File: config.mk
export PLATFORM = sky130hd
export DESIGN_NAME = bin_to_ssd_seq
export DESIGN_NICKNAME = d
export VERILOG_FILES = /design/src/rtl/bin_to_ssd_seq.sv
export SDC_FILE = /design/constraint.sdc
export NUM_CORES = 1
export LEC_CHECK = 0
export ABC_CLOCK_PERIOD_IN_PS = 2900
export CORE_MARGIN = 1
export CORE_UTILIZATION = 55
export CTS_BUF_LIST = sky130_fd_sc_hd__clkbuf_16
export CTS_CLUSTER_DIAMETER = 100
export CTS_CLUSTER_SIZE = 30
export DETAILED_ROUTE_END_ITERATION = 8
export PLACE_DENSITY = 0.9
export SLEW_MARGIN = 30
export SYNTH_ARGS = -nofsm -noshare
export SYNTH_HDL_FRONTEND = slang
export SYNTH_SLANG_ARGS = --single-unit
File: constraint.sdc
create_clock -name clock -period 2.9 [get_ports clock]
set_input_delay 0.435 -clock clock [delete_from_list [all_inputs] [get_ports clock]]
set_output_delay 0.435 -clock clock [all_outputs]
set_load 0.02 [all_outputs]
File: src/rtl/bin_to_ssd_seq.sv
// rtl/bin_to_ssd_seq.sv - sequential double-dabble binary to seven-segment display driver
//
// Converts an unsigned BIN_WIDTH-bit value into DIGITS BCD digits, one input
// bit per clock, and drives DIGITS active-low seven-segment displays.
// Optional feature macro: BIN_TO_SSD_LZB_EN (leading-zero blanking).
//
// Ports:
//   clock  - system clock, rising edge
//   reset  - synchronous active-high reset
//   start  - conversion request, sampled only while idle
//   bin    - unsigned input value, captured on the accepted start edge
//   busy   - high while a conversion is in progress
//   done   - one-cycle pulse when bcd/seg/ovf update
//   ovf    - last converted value exceeded 10^DIGITS-1
//   bcd    - packed BCD result, digit k in [4k+3:4k], digit 0 least significant
//   seg    - active-low segments, display k in [7k+6:7k], a=bit0 .. g=bit6
module bin_to_ssd_seq #(
  parameter int BIN_WIDTH = 8,
  parameter int DIGITS    = 3
) (
  input  logic                  clock,
  input  logic                  reset,
  input  logic                  start,
  input  logic [BIN_WIDTH-1:0]  bin,
  output logic                  busy,
  output logic                  done,
  output logic                  ovf,
  output logic [4*DIGITS-1:0]   bcd,
  output logic [7*DIGITS-1:0]   seg
);

  // One spare nibble above the displayed digits catches values >= 10^DIGITS.
  localparam int ACC_W = 4*DIGITS + 4;
  localparam int CNT_W = $clog2(BIN_WIDTH + 1);

  function automatic logic [63:0] pow10(input int n);
    logic [63:0] p;
    p = 64'd1;
    for (int i = 0; i < n; i++) p = p * 64'd10;
    return p;
  endfunction

  localparam logic [63:0] MAX_VAL = pow10(DIGITS) - 64'd1;

  function automatic logic [6:0] enc(input logic [3:0] d);
    case (d)
      4'd0:    enc = 7'h40;
      4'd1:    enc = 7'h79;
      4'd2:    enc = 7'h24;
      4'd3:    enc = 7'h30;
      4'd4:    enc = 7'h19;
      4'd5:    enc = 7'h12;
      4'd6:    enc = 7'h02;
      4'd7:    enc = 7'h78;
      4'd8:    enc = 7'h00;
      4'd9:    enc = 7'h10;
      default: enc = 7'h7F;
    endcase
  endfunction

  typedef enum logic [1:0] {IDLE, SHIFT, FINISH} state_t;

  state_t               state, state_nx;
  logic [BIN_WIDTH-1:0] sreg, sreg_nx;
  logic [ACC_W-1:0]     acc, acc_nx, acc_adj;
  logic [CNT_W-1:0]     cnt, cnt_nx;
  logic                 big, big_nx;
  logic                 busy_nx, done_nx, ovf_nx;
  logic [4*DIGITS-1:0]  bcd_nx;
  logic [7*DIGITS-1:0]  seg_nx, seg_calc;
  logic                 ovf_calc;

  // Add-3 correction on every nibble that would reach >= 10 after doubling.
  always_comb begin
    acc_adj = acc;
    for (int k = 0; k < DIGITS + 1; k++) begin
      if (acc[4*k +: 4] >= 4'd5) acc_adj[4*k +: 4] = acc[4*k +: 4] + 4'd3;
    end
  end

  // When the input can exceed 10^(DIGITS+1)-1 the spare nibble itself wraps,
  // so the magnitude compare taken at capture keeps the flag exact.
  assign ovf_calc = big | (acc[ACC_W-1 -: 4] != 4'd0);

  always_comb begin
`ifdef BIN_TO_SSD_LZB_EN
    logic lead;
    lead = 1'b1;
`endif
    seg_calc = '1;
    for (int k = DIGITS - 1; k >= 0; k--) begin
      if (ovf_calc) begin
        seg_calc[7*k +: 7] = 7'h3F;
      end else begin
`ifdef BIN_TO_SSD_LZB_EN
        if (acc[4*k +: 4] != 4'd0 || k == 0) lead = 1'b0;
        seg_calc[7*k +: 7] = lead ? 7'h7F : enc(acc[4*k +: 4]);
`else
        seg_calc[7*k +: 7] = enc(acc[4*k +: 4]);
`endif
      end
    end
  end

  always_comb begin
    state_nx = state;
    sreg_nx  = sreg;
    acc_nx   = acc;
    cnt_nx   = cnt;
    big_nx   = big;
    busy_nx  = busy;
    done_nx  = 1'b0;
    ovf_nx   = ovf;
    bcd_nx   = bcd;
    seg_nx   = seg;
    case (state)
      IDLE: begin
        if (start) begin
          sreg_nx  = bin;
          acc_nx   = '0;
          cnt_nx   = CNT_W'(BIN_WIDTH);
          big_nx   = (64'(bin) > MAX_VAL);
          busy_nx  = 1'b1;
          state_nx = SHIFT;
        end
      end
      SHIFT: begin
        acc_nx  = {acc_adj[ACC_W-2:0], sreg[BIN_WIDTH-1]};
        sreg_nx = sreg << 1;
        cnt_nx  = cnt - CNT_W'(1);
        if (cnt == CNT_W'(1)) state_nx = FINISH;
      end
      FINISH: begin
        bcd_nx   = acc[4*DIGITS-1:0];
        ovf_nx   = ovf_calc;
        seg_nx   = seg_calc;
        done_nx  = 1'b1;
        busy_nx  = 1'b0;
        state_nx = IDLE;
      end
      default: state_nx = IDLE;
    endcase
  end

  always_ff @(posedge clock) begin
    if (reset) begin
      state <= IDLE;
      sreg  <= '0;
      acc   <= '0;
      cnt   <= '0;
      big   <= 1'b0;
      busy  <= 1'b0;
      done  <= 1'b0;
      ovf   <= 1'b0;
      bcd   <= '0;
      seg   <= '1;
    end else begin
      state <= state_nx;
      sreg  <= sreg_nx;
      acc   <= acc_nx;
      cnt   <= cnt_nx;
      big   <= big_nx;
      busy  <= busy_nx;
      done  <= done_nx;
      ovf   <= ovf_nx;
      bcd   <= bcd_nx;
      seg   <= seg_nx;
    end
  end

endmodule

==> impl_metrics.py <==
metrics = {
    "clock_tree": {
        "root_buffer": "clkbuf_16",
        "post_cts_buffers": 0,
        "clock_sinks": 87,
        "cts_tree": "built",
        "cts_buffer_depth": 2,
        "clk_latency_ns": 0.35,
        "clk_pin_slew_ns": 0.06,
        "htree_levels": 3,
        "numCtsBuffers": 9,
        "cts-hold-fix-buffers": 0,
        "post_cts_resized": 0,
    },
    "route": {
        "drt_iter0_drc": 160,
        "dr.pass1.iters": 5,
        "viasPerCell": 5.91,
        "wl_microns": 8530,
        "post-route-drc-count": 0,
        "final_antenna_net_count": 0,
        "avgRoutedWirePerCell_microns": 15.9,
        "num_vias": 3175,
    },
    "grt": {
        "antenna_found_initial": 0,
        "grt_max_degree": 28,
        "grt.total_usage": 0.259,
        "grt_pass1_vias": 3070,
        "grt_overflow": 0,
        "grt_pass1_wl_microns": 14500,
    },
    "synthesis": {
        "yosys.cell_count.top_type": "dfxtp_1",
        "synth_cell_types": 57,
        "netlist_area_sq_um": 3790,
        "ys_warn_count": 0,
        "synth_fp_nets": 438,
        "synth-xor-area-share": 0.00924,
        "synth-adder-area-share": 0.0858,
        "synth-edff-count": 0,
        "async_flop_share": 0,
        "synth_compound_area_frac": 0.240,
        "syn_inst": 401,
        "synth_ff_type": "dfxtp_1",
        "yosysTopAreaCell": "dfxtp_1",
        "synth_mux_area_frac": 0.0109,
        "syn_avg_cell_area_sq_um": 9.45,
        "yosys-top-cells-area": "dfxtp_1 (46%), ha_1 (8.6%), nand2_1 (5.1%)",
        "synthSimpleGateAreaFrac": 0.140,
        "synth_top_family_by_area": "compound AO/OA/AOI/OAI gates",
        "yosys-top-cells-count": "dfxtp_1 (87), nand2_1 (52), inv_1 (31)",
        "synth_top_area_frac": 0.459,
        "ys_seq_elements": 87,
        "seq_area_frac_synth": 0.459,
    },
    "power_and_ir_drop": {
        "p_total_uw": 2530,
        "cellInternalPower_uw": 1900,
        "p_sw_uw": 632,
        "switching_share": 0.250,
        "pwr-share-comb": 0.078,
        "clock_power_share": 0.430,
        "peakVddDrop_uv": 332,
        "powerDensity_nw_per_um2": 544,
        "seqPwrFrac": 0.493,
        "p_leak_uw": 0.00188,
    },
    "place": {
        "dp_cells": 521,
        "port_buffers": 46,
        "dp_hpwl_microns": 6070,
        "place_congestion": 0.932,
    },
    "hold_path": {
        "worstHoldEndpoint": "seg[8]",
        "worstHoldPathCells": 1,
        "hold_class": "reg2reg",
    },
    "floorplanning": {
        "ios": 47,
        "chipHeight_microns": 85.0,
        "fp-row-count": 29,
        "dieArea_sq_um": 7230,
        "start_util": 0.584,
        "core_sq_um": 6490,
        "die_w_microns": 85.0,
    },
    "final_layout": {
        "n_antenna_cell": 0,
        "stdcell_count": 537,
        "num-nets-final": 492,
        "regArea_sq_um": 1740,
        "fill_cells": 471,
        "areaGrowthSynthToFinish_pct": 22.6,
        "drive_gt1_frac": 0.120,
        "multi_input_area_sq_um": 1840,
    },
    "timing": {
        "skew_ns": 0.00631,
        "relSlewSlack": 0.347,
        "setup_viol": 0,
        "period_minus_slack_ns": 2.67,
        "max_freq_mhz": 375,
        "slew_violations": 0,
        "period_share": 0.920,
        "worst_slew_pin_slew_ns": 0.976,
        "rsz0062_at_grt": "no",
        "final_hold_viol_count": 0,
    },
    "setup_path": {
        "r2r-start": "state[1]",
        "reg2reg_slack_ns": 0.23,
        "arrival_ns": 2.90,
        "critPathCaptureType": "register",
        "worstSetupStartpoint": "state[1]",
        "crit_type": "reg2reg",
        "cp.required_ns": 3.13,
        "crit_path_start_kind": "register",
        "critPathMaxFanout": 12,
        "ff2ff_path_depth": 7,
    },
    "flow_run": {
        "maxCapViolations": 0,
    },
    "run_status": {
        "status": "finished, final reports clean",
    },
}
==> worst max-delay path by stage <==
stage	to	slack (ns)	depth (start not counted)
final	register	0.23	7
after global placement	register	0.05	8
after floorplan	register	0.84	10
after CTS	register	0.26	7
after detailed placement	register	-0.08	9
after global routing	register	0.09	10
==> cell type report <==
class                           count  area share
Tap cell                           77      0.0207
Clock inverter                      7      0.0121
Inverter                           33      0.0266
Multi-Input combinational cell    266       0.396
Sequential cell                    87       0.375
Clock buffer                        9      0.0485
Timing Repair Buffer               58       0.121
==> per-layer routing <==
metal  part of all wire  global-route usage  vias up
li1                   -                   -     1521
met1               0.45               0.328     1513
met2               0.47               0.418      121
met3              0.061              0.0700       20
met4              0.020               0.112        0
met5                  0                   0        -
==> power by group through the flow <==
stage,Sequential [uW],Combinational [uW],Clock (uW)
2_1_floorplan,1280,116,0
3_3_place_gp,1270,185,0
3_5_place_dp,1270,193,0
4_1_cts,1250,194,1100
5_1_grt,1250,215,1160
6_report,1250,196,1090
==> cells in the final DEF (no fill, tap or decap), drive strengths merged, types with 9 or more instances in the layout <==
master / n
a21oi: 30
o22a: 14
nor2: 19
ha: 26
clkbuf: 9
o21ai: 23
clkdlybuf4s50: 46
buf: 12
a22o: 9
nand2: 56
inv: 35
dfxtp: 87
nor3: 9
==> worst max-delay path, stage by stage (launching register included) <==
cell and delay (ns):
dfxtp_1 0.55, nor2_1 0.14, nor2_1 0.76, a22o_1 0.41, ha_1 0.29, nor2_1 0.15, a221o_1 0.17, o21ai_0 0.07
==> cell families (layout without fill, tap and decap cells) <==
| family | Yosys count | after routing |
|---|---|---|
| AOI/OAI and AO/OA | 124 | 124 |
| xor gates and xnor gates | 4 | 4 |
| adders and majority gates | 26 | 26 |
| buffers and inverters | 48 | 107 |
| DFF | 87 | 87 |
| muxes | 4 | 4 |
| and+or+nand+nor | 108 | 108 |
==> through the flow <==
step | hold slack (ns) | instance area [sq um] | setup WS (ns) | utilization | setup TNS (ns)
6_report | 0.435 | 4650 | 0.233 | 0.716 | 0
2_1_floorplan | 0.413 | 3790 | 0.839 | - | 0
3_3_place_gp | 0.415 | 4370 | 0.0538 | 0.672 | 0
4_1_cts | 0.439 | 4650 | 0.262 | 0.716 | 0
3_5_place_dp | 0.424 | 4370 | -0.0823 | 0.672 | -0.176
5_1_grt | 0.443 | 4650 | 0.0876 | 0.716 | 0
Power figures use the tool's default switching activity.
